<file path="config.mk">
export PLATFORM = sky130hd
export DESIGN_NAME = opb_register_bank_simulink2ppc
export DESIGN_NICKNAME = d
export VERILOG_FILES = /design/src/rtl/opb_regbank_pkg.sv /design/src/rtl/regbank_chan.sv /design/src/rtl/opb_register_bank_simulink2ppc.sv
export SDC_FILE = /design/constraint.sdc
export NUM_CORES = 1
export LEC_CHECK = 0
export CAP_MARGIN = 30
export CORE_AREA = 2 2 171 173
export DETAILED_ROUTE_END_ITERATION = 10
export DIE_AREA = 0 0 173 175
export HOLD_SLACK_MARGIN = 0.05
export MAX_ROUTING_LAYER = met4
export PLACE_DENSITY = 0.89
export SETUP_SLACK_MARGIN = 0.05
export SLEW_MARGIN = 20
export SYNTH_ARGS = -nofsm -noshare
export SYNTH_HDL_FRONTEND = slang
export SYNTH_HIERARCHICAL = 1
export SYNTH_SLANG_ARGS = --single-unit
</file>
<file path="constraint.sdc">
create_clock -name OPB_Clk -period 5.33 [get_ports OPB_Clk]
set_clock_uncertainty 0.2 [all_clocks]
set_input_delay 1.3325 -clock OPB_Clk [delete_from_list [all_inputs] [get_ports OPB_Clk]]
set_output_delay 1.3325 -clock OPB_Clk [all_outputs]
set_load 0.005 [all_outputs]
</file>
<file path="src/rtl/opb_regbank_pkg.sv">
// Shared definitions for the OPB register bank: slave FSM states, register map offsets, CTRL bits.
package opb_regbank_pkg;

   typedef enum logic [1:0] {
      ST_IDLE    = 2'd0,
      ST_ACK     = 2'd1,
      ST_RECOVER = 2'd2
   } state_t;

   // CTRL bit 0 in byte lane 0 requests a snapshot
   localparam int CTRL_SNAPSHOT_BIT  = 0;
   localparam int CTRL_SNAPSHOT_LANE = 0;

   function automatic int status_offset(input int num_regs);
      return num_regs;
   endfunction

   function automatic int ctrl_offset(input int num_regs);
      return num_regs + 1;
   endfunction

endpackage

</file>
<file path="src/rtl/regbank_chan.sv">
// One user channel: live capture register, sticky capture flag and, with
// OPB_REGBANK_SNAPSHOT_EN defined, a snapshot register that data reads return.
module regbank_chan
   import opb_regbank_pkg::*;
(
   input  logic        clk,
   input  logic        srst,
   input  logic        valid,
   input  logic [31:0] data_in,
   input  logic        clr,
   input  logic        snap_req,
   output logic [31:0] rd_data,
   output logic        flag
);

   logic [31:0] live_reg;
   logic        flag_reg;

   // A capture in the same cycle as a clear keeps the flag set
   always_ff @(posedge clk) begin
      if (srst) begin
         live_reg <= '0;
         flag_reg <= 1'b0;
      end else begin
         if (valid) begin
            live_reg <= data_in;
            flag_reg <= 1'b1;
         end else if (clr) begin
            flag_reg <= 1'b0;
         end
      end
   end

   assign flag = flag_reg;

`ifdef OPB_REGBANK_SNAPSHOT_EN
   logic [31:0] snap_reg;

   always_ff @(posedge clk) begin
      if (srst) begin
         snap_reg <= '0;
      end else if (snap_req) begin
         snap_reg <= live_reg;
      end
   end

   assign rd_data = snap_reg;
`else
   logic unused_snap;
   assign unused_snap = snap_req;
   assign rd_data     = live_reg;
`endif

endmodule

</file>
<file path="src/rtl/opb_register_bank_simulink2ppc.sv">
// OPB slave register bank: C_NUM_REGS read-only capture channels plus STATUS (W1C) and CTRL.
// Optional snapshot feature is enabled by defining OPB_REGBANK_SNAPSHOT_EN.
module opb_register_bank_simulink2ppc
   import opb_regbank_pkg::*;
#(
   parameter logic [31:0] C_BASEADDR   = 32'h01001200,
   parameter logic [31:0] C_HIGHADDR   = 32'h010012FF,
   parameter int          C_OPB_AWIDTH = 32,
   parameter int          C_OPB_DWIDTH = 32,
   parameter int          C_NUM_REGS   = 8,
   parameter string       C_FAMILY     = "virtex5"
) (
   input  logic                      OPB_Clk,
   input  logic                      OPB_Rst,
   input  logic [0:31]               OPB_ABus,
   input  logic [0:3]                OPB_BE,
   input  logic [0:31]               OPB_DBus,
   input  logic                      OPB_RNW,
   input  logic                      OPB_select,
   input  logic                      OPB_seqAddr,
   output logic [0:31]               Sl_DBus,
   output logic                      Sl_xferAck,
   output logic                      Sl_errAck,
   output logic                      Sl_retry,
   output logic                      Sl_toutSup,
   input  logic [32*C_NUM_REGS-1:0]  user_data_in,
   input  logic [C_NUM_REGS-1:0]     user_valid
);

   generate
      if (C_NUM_REGS < 1 || C_NUM_REGS > 30) begin : g_bad_num_regs
         $error("C_NUM_REGS must be in 1..30");
      end
      if (C_OPB_AWIDTH != 32 || C_OPB_DWIDTH != 32) begin : g_bad_width
         $error("only 32-bit OPB address and data widths are supported");
      end
   endgenerate

   localparam int STATUS_OFF = status_offset(C_NUM_REGS);
   localparam int CTRL_OFF   = ctrl_offset(C_NUM_REGS);

   // Bus vectors are big-endian; repack so bit 0 is the LSB
   logic [31:0] addr;
   logic [31:0] wdata;
   logic [3:0]  be;
   assign addr  = OPB_ABus;
   assign wdata = OPB_DBus;
   assign be    = OPB_BE;

   logic        hit;
   logic [31:0] word_offset;
   assign hit         = OPB_select && (addr >= C_BASEADDR) && (addr <= C_HIGHADDR);
   assign word_offset = (addr - C_BASEADDR) >> 2;

   logic [31:0]           chan_rd [C_NUM_REGS];
   logic [C_NUM_REGS-1:0] flags;
   logic [C_NUM_REGS-1:0] clr_mask_next;
   logic [C_NUM_REGS-1:0] clr_mask_reg;
   logic                  snap_req;
   logic [31:0]           read_value;

   state_t      state_reg;
   logic        xfer_ack_reg;
   logic [31:0] rdata_reg;

   always_comb begin
      read_value = '0;
      for (int i = 0; i < C_NUM_REGS; i++) begin
         if (word_offset == 32'(i)) begin
            read_value = chan_rd[i];
         end
      end
      if (word_offset == 32'(STATUS_OFF)) begin
         read_value[C_NUM_REGS-1:0] = flags;
      end
   end

   genvar gi;
   generate
      for (gi = 0; gi < C_NUM_REGS; gi++) begin : g_chan
         assign clr_mask_next[gi] = wdata[gi] & be[gi/8];

         regbank_chan u_chan (
            .clk      (OPB_Clk),
            .srst     (OPB_Rst),
            .valid    (user_valid[gi]),
            .data_in  (user_data_in[32*gi +: 32]),
            .clr      (clr_mask_reg[gi]),
            .snap_req (snap_req),
            .rd_data  (chan_rd[gi]),
            .flag     (flags[gi])
         );
      end
   endgenerate

`ifdef OPB_REGBANK_SNAPSHOT_EN
   logic snap_req_reg;
   assign snap_req = snap_req_reg;
`else
   assign snap_req = 1'b0;
`endif

   // Write side effects are latched on the hit and applied at the end of ACK
   always_ff @(posedge OPB_Clk) begin
      if (OPB_Rst) begin
         state_reg    <= ST_IDLE;
         xfer_ack_reg <= 1'b0;
         rdata_reg    <= '0;
         clr_mask_reg <= '0;
`ifdef OPB_REGBANK_SNAPSHOT_EN
         snap_req_reg <= 1'b0;
`endif
      end else begin
         xfer_ack_reg <= 1'b0;
         rdata_reg    <= '0;
         clr_mask_reg <= '0;
`ifdef OPB_REGBANK_SNAPSHOT_EN
         snap_req_reg <= 1'b0;
`endif
         case (state_reg)
            ST_IDLE: begin
               if (hit) begin
                  state_reg    <= ST_ACK;
                  xfer_ack_reg <= 1'b1;
                  rdata_reg    <= OPB_RNW ? read_value : 32'h0;
                  if (!OPB_RNW && word_offset == 32'(STATUS_OFF)) begin
                     clr_mask_reg <= clr_mask_next;
                  end
`ifdef OPB_REGBANK_SNAPSHOT_EN
                  snap_req_reg <= !OPB_RNW && (word_offset == 32'(CTRL_OFF))
                                  && be[CTRL_SNAPSHOT_LANE] && wdata[CTRL_SNAPSHOT_BIT];
`endif
               end
            end
            ST_ACK:     state_reg <= ST_RECOVER;
            ST_RECOVER: state_reg <= ST_IDLE;
            default:    state_reg <= ST_IDLE;
         endcase
      end
   end

   assign Sl_DBus    = rdata_reg;
   assign Sl_xferAck = xfer_ack_reg;
   assign Sl_errAck  = 1'b0;
   assign Sl_retry   = 1'b0;
   assign Sl_toutSup = 1'b0;

   logic unused_inputs;
   assign unused_inputs = &{1'b0, OPB_seqAddr, wdata, be, 32'(CTRL_OFF)};

endmodule

</file>
# --- Word level (Yosys, flattened, before mapping) ---
# Index checks and enable logic that the tools add are counted.
word_totals:
  reg_bits: 307
  latchBits: 0
  ram_bits: 0
  rom_bits: 0
  in_bits: 337
  output_inout_bits: 36
  wordCells: 90
  n_memories: 0
classes:
  add_sub_neg: 1
  mul: 0
  n_div: 0
  order_cmp: 2
  eq_ne: 10
  shifts: 0
  mux: 28
  n_bitwise: 12
  reduce_logical: 17
ops:
  columns: ["op", "count"]
  rows:
  - ["32-bit two-way mux", 8]
  - ["30-bit by 3-bit == test with 1-bit output, second input constant", 4]
  - ["30-bit by 2-bit == test with 1-bit output, second input constant", 2]
  - ["32-bit by 25-bit greater-or-equal comparator with 1-bit output, second input constant", 1]
  - ["32-bit by 25-bit <= comparator with 1-bit output, second input constant", 1]
  - ["32-bit zero test", 1]
  - ["32-bit by 25-bit subtractor with 32-bit output, second input constant", 1]
  - ["30-bit by 1-bit == test with 1-bit output, second input constant", 1]
  - ["30-bit by 4-bit == test with 1-bit output, second input constant", 1]
  - ["1-bit two-way mux", 17]
  - ["2-bit nonzero test", 8]
  - ["1-bit AND", 8]
  - ["8-bit two-way mux", 1]
  - ["4-bit OR reduction", 2]
  - ["1-bit inverter", 4]
  - ["2-bit one-hot mux with 2 select lines", 1]
  - ["1-bit logical AND", 3]
  - ["2-bit by 1-bit == test with 1-bit output, second input constant", 1]
  - ["2-bit zero test", 1]
  - ["2-bit two-way mux", 1]
  - ["2-bit != test, second input constant", 1]
  - ["2-bit OR reduction", 1]
  - ["1-bit zero test", 1]

# --- Longest topological paths before layout ---
# Gate-level depths: netlist of the first run.
logic_depth:
  depth_word: 11
  ltp_mapped: 14
  mapped_depth_nobuf: 10

# --- By module ---
# Netlist of the first run, hierarchy kept.
modules_own_cells:
  columns: ["module", "n_inst", "cells_each", "area_each_um2", "seq_area_each_um2"]
  rows:
  - ["regbank_chan", 8, 108, 1204.9, 660.6]
  - ["opb_register_bank_simulink2ppc", 1, 462, 4184.0, 860.8]

# --- Worst setup path after synthesis of the first run ---
# OpenSTA, ideal clock, no wires.
synth_path:
  kind: "input to register"
  start: "in OPB_ABus[21] (netlist bit)"
  end: "reg rdata_reg[21], in the netlist Sl_DBus[10]"
  t_arrival_ns: 4.280
  path_slack_ns: 0.769
  cell_stages: 14
  cell_sequence: "clkbuf_1 -> inv_1 -> ha_1 -> or4b_1 -> a211o_1 -> a2111oi_2 -> o311ai_1 -> nor4_4 -> buf_4 -> and3_1 -> buf_6 -> buf_12 -> o221ai_2 -> a211oi_2"
synth_between:
  elab_chain_len: 10
  elab_cells_between_ends: 23
  cone_classes: "add/sub: 1; order compare: 2; eq/ne: 7; mux: 8; bitwise: 1; reduce/logical: 4"
synth_rtl:
  columns: ["item", "line", "source"]
  rows:
  - ["from (decl)", "opb_register_bank_simulink2ppc.sv:15", "input logic [0:31] OPB_ABus,"]
  - ["32-bit by 25-bit subtractor with 32-bit output", "opb_register_bank_simulink2ppc.sv:53", "assign word_offset = (addr - C_BASEADDR) >> 2;"]
  - ["32-bit zero test", "opb_register_bank_simulink2ppc.sv:69", "if (word_offset == 32'(i)) begin"]
  - ["32-bit two-way mux (8 in series)", "opb_register_bank_simulink2ppc.sv:69", null]
  - ["to (signal assigned)", "opb_register_bank_simulink2ppc.sv:125", "rdata_reg <= OPB_RNW ? read_value : 32'h0;"]
  - ["to (decl)", "opb_register_bank_simulink2ppc.sv:64", "logic [31:0] rdata_reg;"]
# Parallel ways exist; a longest one is shown, timed or not.
# A chain may end at the register's enable or synchronous reset.

# --- Worst setup path in the final report of the first run ---
layout_path:
  start: "in OPB_ABus[21] (netlist bit)"
  end: "reg rdata_reg[4], in the netlist Sl_DBus[27]"
layout_between:
  elab_chain_len: 11
  elab_cells_between_ends: 25
  cone_classes: "add/sub: 1; order compare: 2; eq/ne: 8; mux: 9; bitwise: 1; reduce/logical: 4"
layout_rtl:
  columns: ["item", "line", "source"]
  rows:
  - ["32-bit by 25-bit subtractor with 32-bit output", "opb_register_bank_simulink2ppc.sv:53", null]
  - ["32-bit zero test", "opb_register_bank_simulink2ppc.sv:69", null]
  - ["32-bit two-way mux (8 in series)", "opb_register_bank_simulink2ppc.sv:69", null]
  - ["8-bit two-way mux", "opb_register_bank_simulink2ppc.sv:73", "if (word_offset == 32'(STATUS_OFF)) begin"]
# Parallel ways exist; a longest one is shown, timed or not.

==> results of run 1 <==
==> per-layer routing <==
metal	vias up	track usage, %
li1	5259	-
met1	5475	36.0
met2	495	45.5
met3	97	4.70
met4	0	10.4
met5	-	-
==> cell families after synthesis <==
| kind of cell | after synthesis |
|---|---|
| other cells | 1 |
| mux | 314 |
| fa+ha+maj | 1 |
| simple gates | 425 |
| flops | 307 |
| xor+xnor | 3 |
| compound gates | 144 |
| buf+inv | 131 |
==> worst max-delay path, delay by kind of cell <==
| kind | cells | cell delay [ns] |
|---|---|---|
| simple gates | 3 | 1.48 |
| compound gates | 5 | 1.31 |
| fa+ha+maj | 1 | 0.27 |
| buf+inv | 2 | 0.57 |
==> final cells by class <==
class | instances | area, um2 | share of cell area [%]
inverters | 18 | 67.6 | 0.371
diodes | 9 | 22.5 | 0.124
well taps | 384 | 480 | 2.64
clock inverters | 6 | 108 | 0.591
clock buffers | 50 | 997 | 5.48
repair buffers | 368 | 3730 | 20.5
multi-input cells | 890 | 6650 | 36.5
flip-flops and latches | 307 | 6150 | 33.8
==> worst max path at each step <==
stage	from	end	slack (ns)
floorplan	OPB_ABus[21]	Sl_DBus[10]$_SDFF_PP0_	0.77
global placement	OPB_ABus[22]	clr_mask_reg[3]$_SDFF_PP0_	0.20
detailed placement	OPB_ABus[21]	Sl_DBus[31]$_SDFF_PP0_	0.14
CTS	OPB_ABus[21]	Sl_DBus[27]$_SDFF_PP0_	0.66
global route	OPB_ABus[21]	Sl_DBus[27]$_SDFF_PP0_	0.46
finish	OPB_ABus[21]	Sl_DBus[27]$_SDFF_PP0_	0.60
==> power by group through the flow <==
stage	clock, W	combinational [W]	sequential (W)
floorplan	0	0.000402	0.00251
global placement	0	0.000671	0.00252
detailed placement	0	0.000699	0.00253
CTS	0.00235	0.000705	0.00248
global route	0.00243	0.000757	0.00249
finish	0.00232	0.000712	0.00248
==> cell usage after synthesis, types with 4 or more instances <==
cell type / instances / area [um2]
dfxtp_1: 307 / 6150
nor2_1: 305 / 1140
mux2i_1: 266 / 2660
clkbuf_1: 41 / 154
nand2_1: 31 / 116
mux4_2: 30 / 676
buf_12: 25 / 500
a21oi_1: 24 / 120
buf_2: 22 / 110
inv_1: 18 / 67.6
mux2_2: 18 / 203
a211oi_2: 16 / 200
nand2b_1: 15 / 93.8
a22oi_1: 14 / 105
o221ai_2: 14 / 210
o21ai_0: 12 / 60.1
buf_6: 11 / 124
nor3_1: 11 / 55.1
nand3_1: 10 / 50.1
nand4_1: 10 / 62.6
o22ai_1: 9 / 56.3
and2_1: 8 / 50.1
buf_4: 8 / 60.1
nor2b_1: 7 / 43.8
a22o_1: 6 / 52.6
a311oi_1: 6 / 52.6
buf_1: 6 / 22.5
o21ai_1: 6 / 30.0
nor4_1: 5 / 31.3
o211ai_1: 5 / 37.5
o221ai_1: 5 / 43.8
o311ai_0: 5 / 43.8
and3_1: 4 / 25.0
==> through the flow <==
stage | hold slack, ns | cell area, um2 | instances | setup slack [ns]
final | 0.223 | 18200 | 2032 | 0.600
after global routing | 0.251 | 18200 | 2032 | 0.459
after CTS | 0.223 | 18200 | 2022 | 0.663
after detailed placement | 0.214 | 17100 | 1966 | 0.142
after global placement | 0.204 | 16900 | 1957 | 0.196
after floorplan | 0.191 | 13800 | 1328 | 0.769
==> results.sh, run 1 <==
export IMPL_run_status="completed"
export IMPL_period_needed_ns=4.73
export IMPL_seqPwrFrac_pct=45.1
export IMPL_drive_above_1_share_pct=10.7
export IMPL_power_density_nw_per_um2=303
export IMPL_ff2ff_path_depth=8
export IMPL_ys_warn_count=6
export IMPL_via_per_inst=5.57
export IMPL_path_clk_slew_ns=0.06
export IMPL_htree_levels=1
export IMPL_post_cts_buffers=0
export IMPL_cts_tree="built"
export IMPL_worstSetupPathType="in2reg"
export IMPL_ys_seq_area_share_pct=44.5
export IMPL_yosys_cell_types_count=65
export IMPL_hold_path_class="reg2reg"
export IMPL_r2r_end="Sl_DBus[27]$_SDFF_PP0_"
export IMPL_intPower_w=0.00422
export IMPL_mostFrequentLayoutCell="clkdlybuf4s50_1"
export IMPL_hold_depth=1
export IMPL_slew_headroom_pct=42.4
export IMPL_netSwitchingPower_w=0.00129
export IMPL_root_buffer="clkbuf_16"
export IMPL_crit_required_ns=5.57
export IMPL_row_count=62
export IMPL_min_period_over_period_pct=88.7
export IMPL_drc_errors=0
export IMPL_largest_register_ffs=256
export IMPL_ys_ff_latch=307
export IMPL_slew_viol_final=0
export IMPL_maxCapViolations=0
export IMPL_grt_overflow_total=0
export IMPL_cts_hold_buf=0
export IMPL_hold_start="state_reg[1]$_SDFFE_PP0P_"
export IMPL_async_flop_share_pct=0
export IMPL_synth_compound_area_share_pct=8.69
export IMPL_grt_usage_pct=28.3
export IMPL_nNetsFinal=1954
export IMPL_cts_buffers=31
export IMPL_portBuffers=341
export IMPL_final_util_pct=64.1
export IMPL_die_h_um=175
export IMPL_fmax_mhz=211
export IMPL_grt_pass1_vias=11300
export IMPL_synth_fa_ha_area_share_pct=0.0905
export IMPL_die_area_um2=30300
export IMPL_tightest_slew_ns=0.864
export IMPL_min_to="state_reg[1]$_SDFFE_PP0P_"
export IMPL_clkLatencyLatePin_ns=0.55
export IMPL_setup_viol=0
export IMPL_pwr_share_clk_pct=42.0
export IMPL_gp_congestion=0.937
export IMPL_met2_length_mm=20.4
export IMPL_synth_ff_type="dfxtp_1"
export IMPL_first_pass_iters=7
export IMPL_syn2layout_area_growth_pct=31.6
export IMPL_highest_layer="met4"
export IMPL_syn_avg_cell_area_um2=10.4
export IMPL_drt_iter0_markers=902
export IMPL_synth_top_family_by_area="multiplexers"
export IMPL_floorplan_initialDensity_pct=48.7
export IMPL_core_area_um2=28400
export IMPL_vias=11300
export IMPL_p_total_w=0.00551
export IMPL_synthMuxAreaShare_pct=25.6
export IMPL_antenna_found_initial=9
export IMPL_ir_drop_uv=298
export IMPL_cpPeakStageDelay_ns=0.56
export IMPL_numClockSinks=307
export IMPL_hold_viol_final=0
export IMPL_cp_slowest_cell="nor4_4"
export IMPL_wl_met1_mm=18.5
export IMPL_cp_cell_sequence="clkdlybuf4s50_1 -> inv_1 -> ha_1 -> or4b_1 -> a211o_1 -> a2111oi_2 -> o311ai_1 -> nor4_4 -> and4_1 -> o21ai_1 -> a311oi_1"
export IMPL_cp_start_kind="input port"
export IMPL_cts_resized_gates=0
export IMPL_grt_pass1_wl_mm=65.4
export IMPL_worstSetupEndpointType="flip-flop"
export IMPL_synthesis_area_um2=13800
export IMPL_cts_buffer_depth=3
export IMPL_path_max_fanout=10
export IMPL_r2r_slack_ns=2.51
export IMPL_comb_power_share_pct=12.9
export IMPL_wl_met3_mm=2.86
export IMPL_p_leak_nw=7.45
export IMPL_drt_total_wl_mm=43.3
export IMPL_grt_max_degree=102
export IMPL_cp_arrival_ns=4.97
export IMPL_reg2reg_from="state_reg[0]$_SDFFE_PP0P_"
export IMPL_ant_nets=0
export IMPL_fillers=2179
export IMPL_switching_share_pct=23.4
export IMPL_dp_hpwl_mm=31.5
export IMPL_layout_common_cells="330 x clkdlybuf4s50_1, 307 x dfxtp_1, 305 x nor2_1, 266 x mux2i_1, 31 x clkbuf_16"
export IMPL_synthXorXnorAreaFrac_pct=0.190
export IMPL_synth_edf_count=0
export IMPL_chipWidth_um=173
export IMPL_synthSimpleGateAreaFrac_pct=13.4
export IMPL_rsz0062_at_grt="false"
export IMPL_synth_cells=1326
export IMPL_wl_per_cell_um=21.3
export IMPL_io_pins=373
export IMPL_fin_setup_tns_ns=0
(Power assumes the default switching activity.)
==> run 2: changes to the inputs <==
--- a/config.mk
+++ b/config.mk
@@ -6,12 +6,12 @@
 export NUM_CORES = 1
 export LEC_CHECK = 0
 export CAP_MARGIN = 30
-export CORE_AREA = 2 2 171 173
+export CORE_AREA = 2 2 165 167
 export DETAILED_ROUTE_END_ITERATION = 10
-export DIE_AREA = 0 0 173 175
-export HOLD_SLACK_MARGIN = 0.05
+export DIE_AREA = 0 0 167 169
+export HOLD_SLACK_MARGIN = 0.03
 export MAX_ROUTING_LAYER = met4
-export PLACE_DENSITY = 0.89
+export PLACE_DENSITY = 0.95
 export SETUP_SLACK_MARGIN = 0.05
 export SLEW_MARGIN = 20
 export SYNTH_ARGS = -nofsm -noshare
==> constraint.sdc (replaced) <==
create_clock -name OPB_Clk -period 5.63 [get_ports OPB_Clk]
set_clock_uncertainty 0.2 [all_clocks]
set_input_delay 1.4075 -clock OPB_Clk [delete_from_list [all_inputs] [get_ports OPB_Clk]]
set_output_delay 1.4075 -clock OPB_Clk [all_outputs]
set_load 0.005 [all_outputs]
==> run 2 against run 1 <==
Effect of this change: sequential share of layout area is 0.11 points higher; non-clock buffer count stayed put; critical path depth grew 1; sequential cell count stayed put; final cell count is 2.1% lower; die area fell by 6.8%; worst hold slack better by 0.015 ns; critical path type unchanged; largest cell class unchanged.
==> results.sh, run 2 (synthesis gave the netlist of run 1 again) <==
export IMPL_fin_setup_tns_ns=0
export IMPL_core_area_um2=26500
export IMPL_rsz0062_at_grt="false"
export IMPL_cp_start_kind="input port"
export IMPL_grt_pass1_vias=11500
export IMPL_numClockSinks=307
export IMPL_post_cts_buffers=0
export IMPL_cts_tree="built"
export IMPL_hold_start="state_reg[1]$_SDFFE_PP0P_"
export IMPL_hold_path_class="reg2reg"
export IMPL_gp_congestion=0.931
export IMPL_maxCapViolations=0
export IMPL_drc_errors=0
export IMPL_die_area_um2=28200
export IMPL_fillers=1898
export IMPL_slew_viol_final=0
export IMPL_vias=11400
export IMPL_period_needed_ns=4.86
export IMPL_wl_per_cell_um=21.7
export IMPL_path_clk_slew_ns=0.06
export IMPL_dp_cells=1922
export IMPL_drt_total_wl_mm=43.1
export IMPL_path_max_fanout=14
export IMPL_highest_layer="met4"
export IMPL_r2r_slack_ns=2.93
export IMPL_tightest_slew_ns=0.777
export IMPL_clkLatencyLatePin_ns=0.51
export IMPL_cts_buffers=34
export IMPL_dpl_cell_area_um2=16900
export IMPL_chipWidth_um=167
export IMPL_drt_iter0_markers=1171
export IMPL_cts_resized_gates=0
export IMPL_min_period_over_period_pct=86.3
export IMPL_drive_above_1_share_pct=10.8
export IMPL_worstSetupPathType="in2reg"
export IMPL_row_count=60
export IMPL_ant_nets=0
export IMPL_htree_levels=2
export IMPL_dp_hpwl_mm=30.6
export IMPL_worstSetupEndpointType="flip-flop"
export IMPL_holdWs_ns=0.239
export IMPL_wl_met3_mm=3.33
export IMPL_grt_max_degree=106
export IMPL_nNetsFinal=1957
export IMPL_largest_register_ffs=256
export IMPL_mostFrequentLayoutCell="clkdlybuf4s50_1"
export IMPL_grt_usage_pct=30.1
export IMPL_io_pins=373
export IMPL_wl_met1_mm=17.8
export IMPL_ir_drop_uv=268
export IMPL_final_cells=1989
export IMPL_hold_viol_final=0
export IMPL_r2r_end="Sl_DBus[25]$_SDFF_PP0_"
export IMPL_reg2reg_from="state_reg[0]$_SDFFE_PP0P_"
export IMPL_cts_buffer_depth=3
export IMPL_die_h_um=169
export IMPL_via_per_inst=5.75
export IMPL_layout_common_cells="330 x clkdlybuf4s50_1, 307 x dfxtp_1, 305 x nor2_1, 266 x mux2i_1, 35 x clkbuf_16"
export IMPL_setup_viol=0
export IMPL_root_buffer="clkbuf_16"
export IMPL_crit_required_ns=5.85
export IMPL_met2_length_mm=20.2
export IMPL_ff2ff_path_depth=8
export IMPL_portBuffers=341
export IMPL_power_density_nw_per_um2=293
export IMPL_run_status="completed"
export IMPL_floorplan_initialDensity_pct=52.2
export IMPL_final_util_pct=68.4
export IMPL_cp_arrival_ns=5.08
export IMPL_min_to="state_reg[1]$_SDFFE_PP0P_"
export IMPL_syn2layout_area_growth_pct=31.2
export IMPL_slew_headroom_pct=48.2
export IMPL_p_leak_nw=7.46
export IMPL_fin_area_um2=18100
export IMPL_grt_overflow_total=0
export IMPL_antenna_found_initial=6
export IMPL_grt_pass1_wl_mm=64.8
export IMPL_fmax_mhz=206
export IMPL_hold_depth=1
export IMPL_first_pass_iters=6
export IMPL_cts_hold_buf=0
[run 2: cell types whose count changed in the layout (fill, tap and decap cells not counted), moves of 3 or more]
cell       previous run  this run
clkbuf_16            31        35
diode_2               9         6
buf_4                17        20
clkbuf_8             16         3
clkinv_2              2        10
[run 2: layer usage]
metal	track usage, %	vias up
li1	-	5238
met1	38.3	5494
met2	47.5	588
met3	6.03	118
met4	12.0	0
met5	-	-
[run 2: final cells by class]
type | count | area, um2 | share of cell area [%]
diodes | 6 | 15.0 | 0.0828
clock buffers | 42 | 922 | 5.08
clock inverters | 17 | 218 | 1.20
inverters | 18 | 67.6 | 0.373
multi-input cells | 890 | 6650 | 36.6
flip-flops and latches | 307 | 6150 | 33.9
well taps | 341 | 427 | 2.35
repair buffers | 368 | 3690 | 20.4
[run 2: worst max-delay path by stage]
| stage | start | end | slack [ns] | cells after the start |
|---|---|---|---|---|
| 4_1_cts | OPB_ABus[21] | Sl_DBus[4]$_SDFF_PP0_ | 0.81 | 12 |
| 2_1_floorplan | OPB_ABus[21] | Sl_DBus[10]$_SDFF_PP0_ | 0.99 | 14 |
| 5_1_grt | OPB_ABus[22] | clr_mask_reg[1]$_SDFF_PP0_ | 0.60 | 12 |
| 3_3_place_gp | OPB_ABus[22] | Sl_DBus[10]$_SDFF_PP0_ | 0.39 | 12 |
| 6_report | OPB_ABus[21] | clr_mask_reg[5]$_SDFF_PP0_ | 0.77 | 12 |
| 3_5_place_dp | OPB_ABus[21] | Sl_DBus[2]$_SDFF_PP0_ | 0.34 | 12 |
[run 2: where the power goes]
group          internal (W)  total [W]  switching (W)  leakage (nW)
Clock               0.00139    0.00228       0.000888         0.570
Sequential          0.00229    0.00235      0.0000658          2.53
Combinational      0.000372   0.000673       0.000301          4.36
Total               0.00405    0.00531        0.00126          7.46
[run 2: worst max-delay path, cell delays in order]
cell,delay [ns]
clkdlybuf4s50_1,0.48
inv_1,0.07
ha_1,0.26
or4b_1,0.43
a211o_1,0.31
a2111oi_2,0.33
o311ai_1,0.21
nor4_4,0.49
buf_4,0.27
and3_1,0.18
and4b_1,0.45
and2_1,0.19
[run 2: metrics by stage]
stage	power, W	setup WS, ns
6_report	0.00531	0.773
5_1_grt	0.00547	0.595
4_1_cts	0.00532	0.807
3_5_place_dp	0.00305	0.336
3_3_place_gp	0.00302	0.388
2_1_floorplan	0.00275	0.994
==> run 3: changes to the inputs <==
--- a/config.mk
+++ b/config.mk
@@ -5,6 +5,7 @@
 export SDC_FILE = /design/constraint.sdc
 export NUM_CORES = 1
 export LEC_CHECK = 0
+export ABC_CLOCK_PERIOD_IN_PS = 5630
 export CAP_MARGIN = 30
 export CORE_AREA = 2 2 165 167
 export DETAILED_ROUTE_END_ITERATION = 10
==> results of run 3 <==
Final layout, timing and power as in run 2 (identical DEF).
